**config.mk**
```make
export PLATFORM = sky130hd
export DESIGN_NAME = scr1_pipe_mprf_wb_arb
export DESIGN_NICKNAME = d
export VERILOG_FILES = /design/src/rtl/scr1_mprf_wb_pkg.sv /design/src/rtl/scr1_pipe_wb_skid.sv /design/src/rtl/scr1_pipe_mprf_wb_arb.sv
export SDC_FILE = /design/constraint.sdc
export NUM_CORES = 1
export LEC_CHECK = 0
export ABC_AREA = 1
export ABC_CLOCK_PERIOD_IN_PS = 2700
export BUFFER_PORTS_ARGS = -buffer_cell sky130_fd_sc_hd__buf_2
export CORE_MARGIN = 2
export CORE_UTILIZATION = 49
export CTS_CLUSTER_DIAMETER = 30
export CTS_CLUSTER_SIZE = 14
export DETAILED_ROUTE_END_ITERATION = 10
export GPL_ROUTABILITY_DRIVEN = 0
export HOLD_SLACK_MARGIN = 0.08
export PLACE_DENSITY = 0.87
export SETUP_SLACK_MARGIN = 0.4
export SLEW_MARGIN = 10
export SYNTH_ARGS = -nofsm -noshare
export SYNTH_HDL_FRONTEND = slang
export SYNTH_HIERARCHICAL = 1
export SYNTH_SLANG_ARGS = --single-unit
```
**constraint.sdc**
```tcl
create_clock -name clk -period 2.7 [get_ports clk]
set_input_delay 0.135 -clock clk [delete_from_list [all_inputs] [get_ports clk]]
set_output_delay 0.135 -clock clk [all_outputs]
set_load 0.05 [all_outputs]
```
**src/rtl/scr1_mprf_wb_pkg.sv**
```systemverilog
// Shared types and defaults for the MPRF write-back arbiter and its LSU skid buffer.
package scr1_mprf_wb_pkg;

  localparam int SCR1_MPRF_ADDR_WIDTH = 5;
  localparam int SCR1_XLEN            = 32;
  localparam int SCR1_DBG_STARVE_MAX  = 8;

  typedef enum logic [2:0] {
    WB_NONE,
    WB_EXU,
    WB_BUF,
    WB_LSU,
    WB_DBG
  } type_scr1_wb_src_e;

  typedef enum logic {
    DBG_NORMAL,
    DBG_FORCE
  } type_scr1_dbg_fsm_e;

  typedef struct packed {
    logic                            vd;
    logic [SCR1_MPRF_ADDR_WIDTH-1:0] addr;
    logic [SCR1_XLEN-1:0]            data;
  } type_scr1_wb_req_s;

  // x0 is hardwired, so a zero source index never depends on an in-flight load
  function automatic logic rd_match(input logic [SCR1_MPRF_ADDR_WIDTH-1:0] rs,
                                    input logic [SCR1_MPRF_ADDR_WIDTH-1:0] rd);
    return (rs != '0) && (rs == rd);
  endfunction

endpackage

```
**src/rtl/scr1_pipe_wb_skid.sv**
```systemverilog
// One-entry skid buffer holding load data that lost write-port arbitration.
module scr1_pipe_wb_skid
  import scr1_mprf_wb_pkg::*;
#(
  parameter int ADDR_W = SCR1_MPRF_ADDR_WIDTH,
  parameter int XLEN   = SCR1_XLEN
) (
  input  logic              clk,
  input  logic              rst,
  input  logic              push,
  input  logic [ADDR_W-1:0] push_addr,
  input  logic [XLEN-1:0]   push_data,
  input  logic              drain,
  output logic              buf_vld,
  output logic [ADDR_W-1:0] buf_addr,
  output logic [XLEN-1:0]   buf_data
);

  // push is only possible while empty, so push and drain never overlap
  always_ff @(posedge clk) begin
    if (rst) begin
      buf_vld  <= 1'b0;
      buf_addr <= '0;
      buf_data <= '0;
    end else if (push) begin
      buf_vld  <= 1'b1;
      buf_addr <= push_addr;
      buf_data <= push_data;
    end else if (drain) begin
      buf_vld  <= 1'b0;
    end
  end

endmodule

```
**src/rtl/scr1_pipe_mprf_wb_arb.sv**
```systemverilog
// MPRF write-port arbiter (EXU / LSU skid / debug) with one-entry load scoreboard
// and a debug starvation guard that forces a debug write after repeated denials.
module scr1_pipe_mprf_wb_arb
  import scr1_mprf_wb_pkg::*;
#(
  parameter int ADDR_W         = SCR1_MPRF_ADDR_WIDTH,
  parameter int XLEN           = SCR1_XLEN,
  parameter int DBG_STARVE_MAX = SCR1_DBG_STARVE_MAX
) (
  input  logic              clk,
  input  logic              rst,
  input  logic              exu_w_req,
  input  logic [ADDR_W-1:0] exu_rd_addr,
  input  logic [XLEN-1:0]   exu_rd_data,
  output logic              exu_stall,
  input  logic              lsu_w_vd,
  output logic              lsu_w_rdy,
  input  logic [ADDR_W-1:0] lsu_rd_addr,
  input  logic [XLEN-1:0]   lsu_rd_data,
  input  logic              dbg_w_req,
  output logic              dbg_w_ack,
  input  logic [ADDR_W-1:0] dbg_rd_addr,
  input  logic [XLEN-1:0]   dbg_rd_data,
  input  logic              ld_issue,
  input  logic [ADDR_W-1:0] ld_issue_addr,
  input  logic [ADDR_W-1:0] exu_rs1_addr,
  input  logic [ADDR_W-1:0] exu_rs2_addr,
  output logic              hazard,
  output logic              mprf_w_req,
  output logic [ADDR_W-1:0] mprf_rd_addr,
  output logic [XLEN-1:0]   mprf_rd_data
);

  localparam int CNT_W = (DBG_STARVE_MAX > 2) ? $clog2(DBG_STARVE_MAX) : 1;
  localparam logic [CNT_W-1:0] CNT_LAST = CNT_W'(DBG_STARVE_MAX - 1);

  type_scr1_dbg_fsm_e state, state_next;
  logic [CNT_W-1:0]   cnt, cnt_next;
  logic               rst_q;

  logic               pend_vld;
  logic [ADDR_W-1:0]  pend_addr;

  logic               buf_vld;
  logic [ADDR_W-1:0]  buf_addr;
  logic [XLEN-1:0]    buf_data;
  logic               buf_push;
  logic               buf_drain;

  type_scr1_wb_src_e  wb_src;
  type_scr1_wb_req_s  wb_sel;
  logic               force_dbg;
  logic               lsu_hs;

  scr1_pipe_wb_skid #(
    .ADDR_W (ADDR_W),
    .XLEN   (XLEN)
  ) i_skid (
    .clk       (clk),
    .rst       (rst),
    .push      (buf_push),
    .push_addr (lsu_rd_addr),
    .push_data (lsu_rd_data),
    .drain     (buf_drain),
    .buf_vld   (buf_vld),
    .buf_addr  (buf_addr),
    .buf_data  (buf_data)
  );

  // Handshake-style sources (LSU, debug) are held off for one cycle after reset
  always_ff @(posedge clk) begin
    rst_q <= rst;
  end

  always_comb begin
    force_dbg = (state == DBG_FORCE);
    lsu_w_rdy = ~buf_vld & ~force_dbg & ~rst & ~rst_q;
    lsu_hs    = lsu_w_vd & lsu_w_rdy;
    exu_stall = force_dbg & ~rst;

    wb_src = WB_NONE;
    if (rst)                     wb_src = WB_NONE;
    else if (force_dbg)          wb_src = WB_DBG;
    else if (exu_w_req)          wb_src = WB_EXU;
    else if (buf_vld)            wb_src = WB_BUF;
    else if (lsu_hs)             wb_src = WB_LSU;
    else if (dbg_w_req & ~rst_q) wb_src = WB_DBG;

    wb_sel = '0;
    case (wb_src)
      WB_EXU:  wb_sel = '{vd: 1'b1, addr: exu_rd_addr, data: exu_rd_data};
      WB_BUF:  wb_sel = '{vd: 1'b1, addr: buf_addr,    data: buf_data};
      WB_LSU:  wb_sel = '{vd: 1'b1, addr: lsu_rd_addr, data: lsu_rd_data};
      WB_DBG:  wb_sel = '{vd: 1'b1, addr: dbg_rd_addr, data: dbg_rd_data};
      default: wb_sel = '0;
    endcase

    mprf_w_req   = wb_sel.vd & (wb_sel.addr != '0);
    mprf_rd_addr = wb_sel.addr;
    mprf_rd_data = wb_sel.data;
    dbg_w_ack    = (wb_src == WB_DBG);
    buf_push     = lsu_hs & (wb_src != WB_LSU);
    buf_drain    = (wb_src == WB_BUF);
  end

  always_comb begin
    state_next = state;
    cnt_next   = cnt;
    case (state)
      DBG_NORMAL: begin
        if (dbg_w_req & ~dbg_w_ack) begin
          if (cnt == CNT_LAST) state_next = DBG_FORCE;
          else                 cnt_next   = cnt + 1'b1;
        end else begin
          cnt_next = '0;
        end
      end
      DBG_FORCE: begin
        cnt_next   = '0;
        state_next = DBG_NORMAL;
      end
      default: begin
        cnt_next   = '0;
        state_next = DBG_NORMAL;
      end
    endcase
  end

  always_ff @(posedge clk) begin
    if (rst) begin
      state <= DBG_NORMAL;
      cnt   <= '0;
    end else begin
      state <= state_next;
      cnt   <= cnt_next;
    end
  end

  // A new issue overrides a same-cycle handshake clear
  always_ff @(posedge clk) begin
    if (rst) begin
      pend_vld  <= 1'b0;
      pend_addr <= '0;
    end else if (ld_issue & (ld_issue_addr != '0)) begin
      pend_vld  <= 1'b1;
      pend_addr <= ld_issue_addr;
    end else if (lsu_hs) begin
      pend_vld  <= 1'b0;
    end
  end

  assign hazard = ~rst &
    ((pend_vld & (rd_match(exu_rs1_addr, pend_addr) | rd_match(exu_rs2_addr, pend_addr))) |
     (buf_vld  & (rd_match(exu_rs1_addr, buf_addr)  | rd_match(exu_rs2_addr, buf_addr))));

  ld_issue_single_outstanding: assert property (@(posedge clk) disable iff (rst)
    !(ld_issue && pend_vld && !lsu_hs));

endmodule

```
==> results.json, run 1 <==
{
  "cp_slowest_cell": "dfxtp_1",
  "rsz0062_at_grt": "no",
  "worstPathCellList": "inv_1, nand2_2, nor2_4, nand3_2, inv_6, buf_6, nand2_1, nand4_1, buf_2",
  "clk_pin_slew_ns": 0.09,
  "drc": 0,
  "crit_buf_inv": 4,
  "worstMarginPinSlew_ns": 0.909,
  "leakage_uw": 0.00230,
  "antenna_cells": 0,
  "cts_tree": "built",
  "vias": 3900,
  "drt_iter0_markers": 197,
  "globalRouteOverflowTotal": 0,
  "startpoint_type": "flip-flop",
  "initial_core_util_pct": 50.7,
  "synth-seq-cells": 49,
  "grt.total_usage_pct": 27.1,
  "die-height_um": 85.0,
  "maxSlewViolCount": 0,
  "drive_gt1_share_pct": 33.0,
  "synth_area_um2": 3220,
  "rows": 29,
  "antenna_found_initial": 0,
  "core_area_um2": 6350,
  "worstSkewPairLatency_ns": 0.29,
  "slew_headroom_pct": 39.3,
  "fin_crit_ns": 2.20,
  "postRouteWirelength_um": 10100,
  "crit_type": "reg2out",
  "ant_nets": 0,
  "first_global_vias": 3859,
  "finalCritPeriodShare_pct": 81.4,
  "endpoint_kind": "primary output",
  "clock-sinks": 49,
  "timing.fmax_mhz": 455,
  "critPathMaxFanout": 19,
  "fill_cells": 542,
  "clk_path_buf_depth": 2,
  "ir_drop_mv": 0.327,
  "outcome": "completed",
  "synth_top_cell_by_area": "dfxtp_1",
  "layout_setup_ws_ns": 0.501,
  "grt_max_degree": 42,
  "synth-seq-area-share_pct": 30.5,
  "viasPerCell": 5.10,
  "die_w_um": 85.0,
  "synth_common_cells": "169 x nand2_1, 91 x nor2_1, 49 x dfxtp_1",
  "firstDrtPassIters": 4,
  "synth.most_common_cell": "nand2_1",
  "synthToLayoutAreaGrowth_pct": 36.7,
  "hold_class": "in2reg",
  "setup_viol": 0,
  "portBuffers": 173,
  "worst_ep_required_time_ns": 2.57,
  "dp_worst_setup_slack_ns": 0.542,
  "die-area_um2": 7230,
  "path_delay_family": "buffers and inverters",
  "io_pins": 174,
  "synth-edff-count": 0,
  "ctsRootBufferMaster": "clkbuf_8",
  "synth.top_cell.area_share_pct": 30.5,
  "wl_per_cell_um": 13.2,
  "synth.avg_cell_area_um2": 6.41,
  "htree_levels": 2,
  "finalHoldViolCount": 0,
  "maxCapViolations": 0,
  "syn_nets": 636,
  "yosys-top-cells-area": "dfxtp_1 30%, nand2_1 20%, nor2_1 11%",
  "fin_skew_ns": 0.00703,
  "async_flop_share_pct": 0,
  "critPathMaxStageDelay_ns": 0.35,
  "synth-main-ff-cell": "dfxtp_1",
  "grt_pass1_wl_um": 16300,
  "multi_input_area_um2": 1970,
  "nNetsFinal": 820,
  "cp.arrival_ns": 2.06,
  "fin_tns_setup_ns": 0,
  "numCtsBuffers": 5,
  "power_density_nw_per_um2": 411,
  "seq_area_um2": 981,
  "synth_cell_type_count": 31,
  "yosysWarnings": 6,
  "postSynthCellCount": 502,
  "place_hpwl_um": 7100
}
[what timing repair did]
action                                  in CTS  in global routing
hold buffers                                16                  1
buffers inserted                             2                  3
endpoints found under the hold margin       16                  1
pin swaps                                    1                  2
resized for setup                            5                  4
endpoints found under the setup margin      24                 26
gates cloned                                 0                  1
[cell usage in the layout (no fill, tap or decap), types with 12 or more instances in the layout]
master,Yosys,layout
nand2_1,169,169
dlygate4sd3_1,0,17
nor2_2,11,12
buf_2,7,172
nand4_1,40,40
nor2_1,91,89
o21ai_0,45,45
xor2_1,15,15
inv_1,22,22
dfxtp_1,49,49
[flip-flops by register name, indices dropped and copies added, names as in the netlist]
register and flops:
cnt 3, force_dbg 1, i_skid/buf_addr 5, i_skid/buf_data 32, i_skid/buf_vld 1, pend_addr 5
pend_vld 1, rst_q 1
[final timing paths]
kind                   startpoint                               end  slack, ns  cells past startpoint
max          force_dbg$_SDFF_PP0_                  mprf_rd_data[11]       0.50                      9
min               lsu_rd_data[27]  i_skid/buf_data[27]$_SDFFE_PP0P_       0.09                      3
max reg2reg  force_dbg$_SDFF_PP0_   i_skid/buf_data[5]$_SDFFE_PP0P_       0.62                     11
min reg2reg   cnt[2]$_SDFFE_PP0P_               cnt[2]$_SDFFE_PP0P_       0.46                      2
[power breakdown]
group | internal [uW] | switching [uW]
combinational | 181 | 310
sequential | 761 | 27.6
clock | 278 | 251
total | 1220 | 588
[routing by layer]
layer	vias to the layer above	routed length [um]	global-route usage, %
met5	-	0	0
met4	0	281	11.5
met3	26	645	5.16
met2	152	5270	50.3
met1	1746	3880	29.8
li1	1976	-	-
[area by class of cell]
type | count | share of cell area, %
repair buffers | 200 | 25.6
flip-flops and latches | 49 | 22.3
clock buffers | 5 | 1.57
well taps | 77 | 2.19
inverters | 26 | 2.39
multi-input cells | 404 | 44.9
clock inverters | 3 | 1.05
[metrics by stage]
stage	utilization, %	total power [uW]	hold WS, ns	instances	area [um2]
after floorplan	-	1090	0.163	502	3220
after global placement	63.4	1250	0.375	733	4030
after detailed placement	63.4	1260	0.383	733	4030
after CTS	68.3	1800	0.0811	759	4340
after global routing	69.2	1890	0.0879	764	4400
final	69.2	1810	0.0874	764	4400
[tightest hold or removal path, stage by stage]
cell and delay [ns]:
buf_2 0.08, nor2_1 0.04, nor2_1 0.09
[logic make-up after synthesis]
family / after synthesis / synth area share [%]
AND/OR/NAND/NOR: 332 / 46.4
AO/OA/AOI/OAI: 50 / 7.90
XOR/XNOR: 19 / 5.17
adder cells (fa/ha/maj): 2 / 0.778
flip-flops: 49 / 30.5
buffers and inverters: 50 / 9.22
(Power assumes the default switching activity.)
==> inputs of run 2 (changes only) <==
Settings changed: ABC_CLOCK_PERIOD_IN_PS 2700 to 1900, CORE_UTILIZATION 49 to 41, PLACE_DENSITY 0.87 to 0.77.
Clock period 2.7 ns to 1.9 ns, I/O delays scaled along.
==> run 2 against run 1 <==
  * The run now ends with setup timing left
  * Highest routed layer unchanged
  * Critical path type unchanged
  * Critical endpoint is now mprf_rd_data[6]
  * Clock skew is 0.0016 ns higher
  * Utilization is 6.8 points higher
  * Via count is 12% higher
  * Power is 54% higher
==> results.json, run 2 (synthesis gave the netlist of run 1 again) <==
{
  "outcome": "finished with violations",
  "clk_pin_slew_ns": 0.09,
  "slew_headroom_pct": 59.0,
  "worstMarginPinSlew_ns": 0.615,
  "clkPwrFrac_pct": 22.9,
  "fin_crit_ns": 1.98,
  "rsz0062_at_grt": "yes",
  "ctsRootBufferMaster": "clkbuf_8",
  "vias": 4356,
  "maxCapViolations": 0,
  "power.internal_uw": 1800,
  "design_area_um2": 5820,
  "portBuffers": 173,
  "clk_path_buf_depth": 2,
  "antenna_found_initial": 0,
  "finalCritPeriodShare_pct": 104,
  "cts_tree": "built",
  "seq_area_um2": 1000,
  "finalHoldViolCount": 0,
  "switchingPower_uw": 981,
  "first_global_vias": 4422,
  "fill_cells": 527,
  "worst_ep_required_time_ns": 1.80,
  "synthToLayoutAreaGrowth_pct": 80.8,
  "fin_tns_setup_ns": -0.870,
  "maxSlewViolCount": 0,
  "busiest_layer": "met2",
  "setup_viol": 31,
  "critPathMaxFanout": 20,
  "power_frac_comb_pct": 36.5,
  "multi_input_area_um2": 2340,
  "grt.total_usage_pct": 29.0,
  "top_regs": "i_skid/buf_data: 32 flops, i_skid/buf_addr: 5 flops, pend_addr: 5 flops",
  "die_w_um": 92.6,
  "met2_usage_pct": 54.7,
  "drive_gt1_share_pct": 45.6,
  "place_hpwl_um": 7870,
  "top_register": "i_skid/buf_data",
  "die-height_um": 92.6,
  "endpoint_kind": "primary output",
  "power_density_nw_per_um2": 478,
  "nNetsFinal": 878,
  "crit_type": "reg2out",
  "antenna_cells": 0,
  "initial_core_util_pct": 42.1,
  "ir_drop_mv": 0.315,
  "mostFrequentLayoutCell": "nand2_1",
  "io_pins": 174,
  "postRouteWirelength_um": 13200,
  "htree_levels": 2,
  "layout.cells.most_common_list": "162 x nand2_1, 133 x buf_2, 66 x nor2_1, 50 x buf_6, 41 x dfxtp_1",
  "fin_skew_ns": 0.00865,
  "wl_per_cell_um": 15.6,
  "placed_cells_incl_taps": 765,
  "worstSkewPairLatency_ns": 0.31,
  "use_met3_pct": 4.72,
  "timing.fmax_mhz": 505,
  "numCtsBuffers": 5,
  "final_cells": 847,
  "switching_share_pct": 35.3,
  "clock-sinks": 49,
  "leakage_uw": 0.00272,
  "die-area_um2": 8570,
  "drt_iter0_markers": 282,
  "grt_pass1_wl_um": 20100,
  "post_dp_cell_area_um2": 4180,
  "largest_reg_flops": 32,
  "ant_nets": 0,
  "viasPerCell": 5.14,
  "startpoint_type": "flip-flop",
  "violations": "setup timing",
  "core_area_um2": 7650,
  "gr-usage-met1_pct": 33.4,
  "cp.arrival_ns": 1.88,
  "grt_max_degree": 27,
  "globalRouteOverflowTotal": 0,
  "rows": 32,
  "seq_power_share_pct": 40.6,
  "layout_setup_ws_ns": -0.0783,
  "hold_class": "in2reg",
  "drc": 0,
  "firstDrtPassIters": 5
}
[run 2: path summary, 6_finish.rpt]
path	endpoint	start	cells past startpoint	slack (ns)
worst max register to register	i_skid/buf_data[9]$_SDFFE_PP0P_	i_skid/buf_vld$_SDFFE_PP0P_	14	0.03
worst min-delay path	pend_addr[0]$_SDFFE_PP0P_	ld_issue_addr[0]	3	0.08
worst min register to register	cnt[2]$_SDFFE_PP0P_	cnt[2]$_SDFFE_PP0P_	2	0.46
worst max-delay path	mprf_rd_data[6]	force_dbg$_SDFF_PP0_	8	-0.08
[run 2: power by group through the flow]
stage	Combinational, uW	Sequential [uW]	Clock (uW)
finish	1010	1130	636
global route	1080	1140	677
CTS	934	1120	640
detailed placement	679	1140	0
global placement	667	1140	0
floorplan	427	1130	0
[run 2: critical path, cell delays in order (launching register included)]
cell     delay [ns]
dfxtp_2        0.35
nor2_4         0.16
nand3_4        0.14
buf_4          0.21
nor2_8         0.14
buf_12         0.17
nand2_1        0.08
nand4_1        0.14
buf_6          0.18
[run 2: repair_timing]
item	in CTS	in global routing
cloned	7	0
endpoints found under the hold margin	39	0
buffers inserted	24	3
pin swaps	36	44
hold buffers	40	0
gates resized for setup	177	75
endpoints found under the setup margin	78	81
[run 2: final cells by class]
class | count | area share [%]
repair buffers | 258 | 37.1
flip-flops and latches | 49 | 17.2
inverters | 26 | 1.81
clock inverters | 2 | 0.258
multi-input cells | 404 | 40.2
well taps | 102 | 2.19
clock buffers | 6 | 1.25
[run 2: routing by layer]
metal  up-vias  part of all wire, %
met5         -                    0
met4         0                  2.6
met3        34                  5.3
met2       189                   53
met1      2032                   39
li1       2101                    -
[run 2: per-stage QoR]
step | total power [uW] | util (%) | worst slack, ns | hold slack, ns
after floorplan | 1560 | - | -0.00897 | 0.123
after global placement | 1810 | 54.7 | 0.0812 | 0.333
after detailed placement | 1820 | 54.7 | 0.00557 | 0.342
after CTS | 2700 | 72.7 | -0.0358 | 0.0818
after global routing | 2890 | 76.1 | -0.157 | 0.0977
final | 2780 | 76.1 | -0.0783 | 0.0811
==> inputs of run 3 (changes only) <==
==> constraint.sdc (replaced) <==
create_clock -name clk -period 1.9 [get_ports clk]
set_input_delay 0 -clock clk [delete_from_list [all_inputs] [get_ports clk]]
set_output_delay 0 -clock clk [all_outputs]
set_load 0.05 [all_outputs]
==> run 3 against run 2 <==
  * The flow now finishes without violations
  * Power fell by 5.5%
  * Cell count fell by 1.3%
  * Clock skew fell by 0.0032 ns
  * Final area fell by 8.4%
  * Sequential cell count did not move
  * Global-route usage fell by 2.6 points
  * Register-to-register slack improved by 0.06 ns
  * Combinational power fell by 12%
  * Highest routed layer unchanged
==> results.json, run 3 (synthesis gave the netlist of run 1 again) <==
{
  "gr-usage-met1_pct": 30.5,
  "dp_worst_setup_slack_ns": 0.140,
  "rows": 32,
  "globalRouteOverflowTotal": 0,
  "leakage_uw": 0.00260,
  "drt_iter0_markers": 189,
  "crit_type": "reg2out",
  "die_w_um": 92.6,
  "fin_crit_ns": 1.87,
  "grt.total_usage_pct": 26.4,
  "nNetsFinal": 867,
  "finalCritPeriodShare_pct": 98.3,
  "synthToLayoutAreaGrowth_pct": 65.6,
  "power_density_nw_per_um2": 493,
  "viasPerCell": 5.04,
  "outcome": "completed",
  "fin_skew_ns": 0.00548,
  "placed_cells_incl_taps": 763,
  "top_register": "i_skid/buf_data",
  "switching_share_pct": 34.1,
  "finalHoldViolCount": 0,
  "maxSlewViolCount": 0,
  "startpoint_type": "flip-flop",
  "io_pins": 174,
  "worst_ep_required_time_ns": 1.90,
  "busiest_layer": "met2",
  "rsz0062_at_grt": "yes",
  "firstDrtPassIters": 5,
  "switchingPower_uw": 896,
  "hold_class": "in2reg",
  "cp.arrival_ns": 1.87,
  "seq_power_share_pct": 42.6,
  "setup_viol": 0,
  "worstSkewPairLatency_ns": 0.30,
  "layout_setup_ws_ns": 0.0318,
  "drive_gt1_share_pct": 37.6,
  "layout.cells.most_common_list": "160 x nand2_1, 133 x buf_2, 82 x nor2_1, 46 x dlygate4sd3_1, 43 x dfxtp_1",
  "met2_usage_pct": 47.7,
  "clk_path_buf_depth": 2,
  "numCtsBuffers": 5,
  "place_hpwl_um": 7550,
  "mostFrequentLayoutCell": "nand2_1",
  "fin_tns_setup_ns": 0,
  "antenna_cells": 0,
  "ctsRootBufferMaster": "clkbuf_8",
  "endpoint_kind": "primary output",
  "power.internal_uw": 1730,
  "vias": 4216,
  "fill_cells": 580,
  "antenna_found_initial": 0,
  "htree_levels": 2,
  "die-area_um2": 8570,
  "maxCapViolations": 0,
  "top_regs": "i_skid/buf_data: 32 flops, i_skid/buf_addr: 5 flops, pend_addr: 5 flops",
  "holdWs_ns": 0.197,
  "drc": 0,
  "timing.fmax_mhz": 535,
  "cts_tree": "built",
  "postRouteWirelength_um": 11900,
  "clk_pin_slew_ns": 0.09,
  "clock-sinks": 49,
  "die-height_um": 92.6,
  "slew_headroom_pct": 73.4,
  "use_met3_pct": 4.64,
  "worstMarginPinSlew_ns": 0.399,
  "ir_drop_mv": 0.317,
  "power_frac_comb_pct": 33.7,
  "ant_nets": 0,
  "core_area_um2": 7650,
  "largest_reg_flops": 32,
  "grt_pass1_wl_um": 18300,
  "initial_core_util_pct": 42.1,
  "final_cells": 836,
  "clkPwrFrac_pct": 23.6,
  "grt_max_degree": 39,
  "wl_per_cell_um": 14.3,
  "critPathMaxFanout": 6,
  "portBuffers": 173,
  "first_global_vias": 4146,
  "fin_util_pct": 69.7
}
-- run 3: cell types whose count changed in the layout (fill, tap and decap cells not counted), sizes merged --
cell and delta:
buf -18, bufinv +1, clkinv +3, dlygate4sd3 +6, clkinvlp -2, nor2 -1
-- run 3: repair_timing --
action                     in CTS  in global routing
hold endpoints to repair       47                  1
buffers inserted               13                  3
pin swaps                      16                 26
cloned                          1                  2
gates resized for setup        87                 62
hold buffers                   45                  1
setup endpoints to repair      80                 85
-- run 3: power by group through the flow --
stage / clock network [uW] / logic [uW] / registers [uW]
floorplan: 0 / 427 / 1130
global placement: 0 / 659 / 1140
detailed placement: 0 / 671 / 1140
CTS: 634 / 835 / 1120
global route: 674 / 948 / 1130
finish: 621 / 886 / 1120
-- run 3: through the flow --
stage | cell area, um2 | total power (uW)
floorplan | 3270 | 1560
global placement | 4160 | 1800
detailed placement | 4160 | 1810
CTS | 5130 | 2590
global route | 5330 | 2750
finish | 5330 | 2630
-- run 3: cell type report --
type                            instances  area (um2)  share of cell area (%)
Multi-Input combinational cell        403        2040                    38.4
Timing Repair Buffer                  247        1940                    36.4
Sequential cell                        49         993                    18.6
Tap cell                              102         128                    2.40
Inverter                               26         124                    2.33
Clock buffer                            5        68.8                    1.29
Clock inverter                          3        22.5                   0.423
Timing Repair inverter                  1        8.76                   0.164
-- run 3: path summary, 6_finish.rpt --
kind / startpoint / endpoint / slack [ns] / cells after the start
max: i_skid/buf_vld$_SDFFE_PP0P_ / mprf_rd_data[22] / 0.03 / 9
min: rst / pend_addr[3]$_SDFFE_PP0P_ / 0.20 / 4
max reg2reg: i_skid/buf_vld$_SDFFE_PP0P_ / i_skid/buf_data[13]$_SDFFE_PP0P_ / 0.09 / 10
min reg2reg: cnt[2]$_SDFFE_PP0P_ / cnt[2]$_SDFFE_PP0P_ / 0.47 / 2
-- run 3: metal layers --
| layer | vias up | wire length, um |
|---|---|---|
| li1 | 2067 | - |
| met1 | 1923 | 4580 |
| met2 | 186 | 6170 |
| met3 | 40 | 801 |
| met4 | 0 | 368 |
| met5 | - | 0 |
-- run 3: critical path, cell delays in order, from the launching register on --
cell	delay [ns]
dfxtp_4	0.36
nor2_4	0.14
nand3_4	0.15
buf_12	0.16
nor2_8	0.14
buf_12	0.14
clkbuf_16	0.15
nand2_2	0.05
nand4_1	0.10
buf_6	0.17
